File: config.mk
export PLATFORM = sky130hd
export DESIGN_NAME = two_port_alu_arbiter
export DESIGN_NICKNAME = d
export VERILOG_FILES = /design/src/rtl/two_port_alu_arbiter.sv
export SDC_FILE = /design/constraint.sdc
export NUM_CORES = 1
export LEC_CHECK = 0
export ABC_AREA = 1
export CAP_MARGIN = 20
export CORE_MARGIN = 1
export CORE_UTILIZATION = 30
export DETAILED_ROUTE_END_ITERATION = 12
export HOLD_SLACK_MARGIN = 0.06
export PLACE_DENSITY = 0.68
export SYNTH_ARGS = -nofsm -noshare
export SYNTH_HDL_FRONTEND = slang
export SYNTH_SLANG_ARGS = --single-unit
export TNS_END_PERCENT = 100
File: constraint.sdc
create_clock -name Clk -period 2.3 [get_ports Clk]
set_input_delay 0.345 -clock Clk [delete_from_list [all_inputs] [get_ports Clk]]
set_output_delay 0.345 -clock Clk [all_outputs]
set_load 0.005 [all_outputs]
File: src/rtl/two_port_alu_arbiter.sv
// Two-requester front end for a shared 4-bit ALU: round-robin grant,
// operand latch, result capture and a one-cycle Done pulse per operation.
module two_port_alu_arbiter (
  input  logic       Clk,
  input  logic       Rst,
  input  logic       Req0,
  input  logic       Req1,
  input  logic [3:0] OpA0,
  input  logic [3:0] OpB0,
  input  logic [3:0] OpA1,
  input  logic [3:0] OpB1,
  input  logic [1:0] Ctrl0,
  input  logic [1:0] Ctrl1,
  output logic [3:0] AluOpA,
  output logic [3:0] AluOpB,
  output logic [1:0] AluCtrl,
  input  logic [3:0] AluResult,
  input  logic       AluOverflow,
  output logic [3:0] Result,
  output logic       Overflow,
  output logic       Done0,
  output logic       Done1,
  output logic       Grant,
  output logic       Busy
);

  typedef enum logic [1:0] {IDLE, ISSUE, WRITEBACK} state_t;

  state_t     state, state_next;
  logic       last, last_next;
  logic       grant_next, pick;
  logic [3:0] op_a_next, op_b_next, result_next;
  logic [1:0] ctrl_next;
  logic       overflow_next, done0_next, done1_next;

  assign Busy = (state != IDLE);

  // On a tie the requester that did not go last wins.
  assign pick = (Req0 && Req1) ? ~last : Req1;

  always_comb begin
    state_next    = state;
    last_next     = last;
    grant_next    = Grant;
    op_a_next     = AluOpA;
    op_b_next     = AluOpB;
    ctrl_next     = AluCtrl;
    result_next   = Result;
    overflow_next = Overflow;
    done0_next    = 1'b0;
    done1_next    = 1'b0;
    case (state)
      IDLE: begin
        if (Req0 || Req1) begin
          grant_next = pick;
          op_a_next  = pick ? OpA1  : OpA0;
          op_b_next  = pick ? OpB1  : OpB0;
          ctrl_next  = pick ? Ctrl1 : Ctrl0;
          state_next = ISSUE;
        end
      end
      ISSUE: begin
        result_next   = AluResult;
        overflow_next = AluOverflow;
        state_next    = WRITEBACK;
      end
      WRITEBACK: begin
        // Done is registered, so the pulse lands in the first IDLE cycle.
        done0_next = ~Grant;
        done1_next = Grant;
        last_next  = Grant;
        state_next = IDLE;
      end
      default: state_next = IDLE;
    endcase
  end

  always_ff @(posedge Clk) begin
    if (Rst) begin
      state    <= IDLE;
      last     <= 1'b1;
      Grant    <= 1'b0;
      AluOpA   <= '0;
      AluOpB   <= '0;
      AluCtrl  <= '0;
      Result   <= '0;
      Overflow <= 1'b0;
      Done0    <= 1'b0;
      Done1    <= 1'b0;
    end else begin
      state    <= state_next;
      last     <= last_next;
      Grant    <= grant_next;
      AluOpA   <= op_a_next;
      AluOpB   <= op_b_next;
      AluCtrl  <= ctrl_next;
      Result   <= result_next;
      Overflow <= overflow_next;
      Done0    <= done0_next;
      Done1    <= done1_next;
    end
  end

endmodule

---- Yosys cells after proc, flatten, opt, wreduce, memory -nomap -nowiden ----
Index checks and enable logic that the tools add are counted.
cells by class
  equal/unequal tests ..................... 3
  multiplexer cells ....................... 6
  bitwise gates (word level) .............. 3
  reduce and logical (&&, ||, !) cells .... 6
operator list
  kind                                                  count
  2-to-1 mux 4 bit                                      2
  2-to-1 mux 2 bit                                      2
  one-hot mux 2 bit (2 select lines)                    1
  NOT 1 bit                                             3
  equality test 2 x 1 -> 1 bit (second input constant)  1
  equality test 2 bit (second input constant)           1
  zero test 2 bit                                       1
  inequality test 2 bit (second input constant)         1
  AND reduction 2 bit                                   1
  nonzero test 2 bit                                    1
  OR reduction 2 bit                                    1
  logical AND 1 bit                                     1
  logical OR 1 bit                                      1
  2-to-1 mux 1 bit                                      1
storage, ports and cells
  register bits ........................... 21
  bits of input ports ..................... 29

---- Depth between registers and ports, before layout ----
  depth after elaboration ................. 3
  depth in mapped cells ................... 6
  gate-level depth less buffers ........... 6

---- Least setup slack after synthesis ----
OpenSTA, ideal clock, no wires.
  kind .................................... register to register
  start point ............................. register state[1]
  end point ............................... register AluCtrl[0]
  library setup time ...................... 0.112 ns
  arrival ................................. 0.823 ns
  slack ................................... 1.365 ns
  stages on the path, launching flop included .. 7
  buffers on the path ..................... 0
  period minus slack after synthesis ...... 0.935 ns
  cell sequence ........................... dfxtp_1 inv_1 nand2_1 nor2_4 nand2_1 nor2_1 nor2_1
on the way
  cells in the longest elaborated chain, start to end .. 2
ends and longest elaborated chain
  element                               RTL line  source
  start, declared                       29        state_t state, state_next;
  start signal, assigned                91        state <= state_next;
  zero test 2 bit                       52        case (state)
  AND reduction 2 bit (no source line)  --
  end signal, assigned                  96        AluCtrl <= ctrl_next;
  end, declared                         16        output logic [1:0] AluCtrl,
Every way passes these cells.
A chain may end at the register's enable or synchronous reset.

---- Worst setup path after layout ----
  start point ............................. register state[1]
  end point ............................... output port Busy
on the way
  cells in the longest elaborated chain, start to end .. 1
ends and longest elaborated chain
  element             RTL line  source
  nonzero test 2 bit  36        assign Busy = (state != IDLE);
  end, declared       24        output logic Busy
Every way passes these cells.

==> impl_metrics.json <==
{
  "p_sw_mw": 0.2469,
  "wire_per_inst_um": 10.42,
  "synthCells": 144,
  "p_leak_nw": 0.6549,
  "arrival_ps": 1450,
  "drc": 0,
  "fmax_ghz": 0.5570,
  "postCtsSetupRepairBufs": 0,
  "critPathLaunch": "state[1]",
  "stdcell_count": 235,
  "p_int_mw": 0.6031,
  "drtIter0Drc": 19,
  "pwr_density_cell_nw_per_um2": 563.3,
  "fin_worst_skew_ps": 3.827,
  "nets": 221,
  "async_flop_share_pct": 0,
  "ctsHoldBuffers": 0,
  "finalSetupTns_ps": 0,
  "dp_hpwl_um": 1760,
  "core-area_um2": 3078,
  "clock-root-buffer": "clkbuf_4",
  "clkSinkCount": 21,
  "overflow": 0,
  "grt_use_total_pct": 15.00,
  "outcome": "finished clean",
  "synth_edf_count": 0,
  "numCtsBuffers": 3,
  "place_inst": 231,
  "maxCapViolCount": 0,
  "synth.most_common_cell": "nor2_1",
  "ys_seq_area_share_pct": 43.02,
  "r2r_end": "AluCtrl[0]",
  "postRouteAntennaNets": 0,
  "min_path_type": "flip-flop to flip-flop",
  "cts_resized": 0,
  "h-tree-depth": 1,
  "syn_area_per_cell_um2": 6.786,
  "grt_max_degree": 22,
  "rsz0062_at_grt": "false",
  "r2r_cells": 4,
  "p_comb_share_pct": 29.0,
  "yosys-top-cells-area": "dfxtp_1 (43%), nor2_1 (14%), nand2_1 (13%), a21boi_1 (6.9%), nand3_1 (6.1%)",
  "grt_pass1_vias": 899,
  "io_pins": 48,
  "min_path_cells": 2,
  "setup_viol": 0,
  "syn_nets": 173,
  "die_h_um": 59.07,
  "worst_hold_slack_ps": 477.2,
  "maxSlewViolCount": 0,
  "worstPathMaxFanout": 4,
  "fp.dieW_um": 59.07,
  "critPathCaptureType": "output pin",
  "n_antenna_cell": 0,
  "yosys.area.top_type": "dfxtp_1",
  "synthTopCellsByCount": "nor2_1 (36), nand2_1 (33), dfxtp_1 (21)",
  "ir_worst_vdd_mv": 0.2780,
  "area_growth_pct": 54.42,
  "routed_wl_um": 2448,
  "firstDrtPassIters": 4,
  "ys.flop_type": "dfxtp_1",
  "p_clk_share_pct": 22.1,
  "clock_latency_ps": 310,
  "clk_path_buf_depth": 2,
  "place.gp.congestion": 0.7225,
  "antenna_found_initial": 0,
  "r2r-start": "last",
  "vias_per_cell": 4.174,
  "tightest_slew_ps": 637.6,
  "drive_gt1_share_pct": 5.759,
  "maxSlewHeadroom_pct": 57.39,
  "critPathLaunchType": "flip-flop",
  "ys_warn_count": 0,
  "cts_tree": "built",
  "finalHoldViolCount": 0,
  "rows": 20,
  "synth_cell_types": 16,
  "period_share_pct": 78.06,
  "clkTransAtPathRegs_ps": 130,
  "io_buffers": 47,
  "dieArea_um2": 3489,
  "endpoint": "Busy",
  "swShare_pct": 29.05,
  "post-route-util_pct": 49.02,
  "power_frac_seq_pct": 49.0,
  "worstPathRequired_ps": 1960,
  "grt_pass1_wl_um": 3877,
  "dr_total_vias": 981,
  "period_needed_ps": 1795,
  "syn_area_um2": 977.2,
  "worst-r2r-setup-slack_ps": 1010,
  "critPathKind": "flip-flop to output pin",
  "synth_top_area_share_pct": 43.02,
  "ys_seq_elements": 21,
  "start_util_pct": 31.75
}
[how the worst min path moves through the flow]
stage               startpoint    end  slack (ps)
floorplan                  Rst  Grant         410
global placement         Grant  Done1         460
detailed placement       Grant  Done1         460
CTS                      Grant  Done1         480
global route             Grant  Done1         510
finish                   Grant  Done1         480
[sequential cells by signal, summed over array words and instances, names as in the netlist]
name,cells
AluCtrl,2
AluOpA,4
AluOpB,4
Done0,1
Done1,1
Grant,1
Overflow,1
Result,4
last,1
state,2
[worst max-delay path: stages (launching register included)]
cell and delay (ps):
dfxtp_1 420, inv_1 60, nand2_1 140, clkdlybuf4s50_1 520
[layout make-up]
cell class,instances,area (µm²)
inverters,15,56.30
flip-flops and latches,21,420.4
repair buffers,49,485.5
well taps,44,55.05
clock buffers,3,22.52
multi-input cells,102,461.7
clock inverters,1,7.507
fillers,327,1569
[routing by layer]
layer | up-vias | track usage (%) | share of wire [%]
li1 | 535 | - | -
met1 | 418 | 18.73 | 47
met2 | 24 | 24.35 | 47
met3 | 4 | 2.838 | 4.7
met4 | 0 | 8.163 | 2.0
met5 | - | 0 | 0
[power by group through the flow]
stage,Clock (mW),Combinational [mW],Sequential (mW)
finish,0.188,0.246,0.416
global route,0.214,0.275,0.420
CTS,0.195,0.249,0.417
detailed placement,0,0.248,0.424
global placement,0,0.242,0.424
floorplan,0,0.115,0.426
[per-stage QoR]
| stage | power, mW | instance area [µm²] | worst slack (ps) |
|---|---|---|---|
| floorplan | 0.5417 | 977.2 | 1365 |
| detailed placement | 0.6724 | 1479 | 492.0 |
| global placement | 0.6659 | 1479 | 568.2 |
| finish | 0.8500 | 1509 | 504.7 |
| CTS | 0.8610 | 1509 | 496.2 |
| global route | 0.9082 | 1509 | 427.9 |
[cell usage in the layout, fill, tap and decap left out, drive strengths merged]
cell / netlist / final
o21ai: 6 / 6
clkinvlp: 0 / 1
inv: 15 / 15
nor2: 39 / 39
nand2: 33 / 33
buf: 6 / 2
clkbuf: 0 / 3
a21boi: 10 / 10
clkdlybuf4s50: 0 / 47
a21oi: 2 / 2
dfxtp: 21 / 21
nand3: 12 / 12
[cell families (layout without fill, tap and decap cells)]
kind of cell	after synthesis	after routing	share of synthesized area [%]
simple gates	84	84	35.08
buf+inv	21	68	9.731
compound gates	18	18	12.16
flops	21	21	43.02
Note: power is estimated with default switching activity, not from simulation.
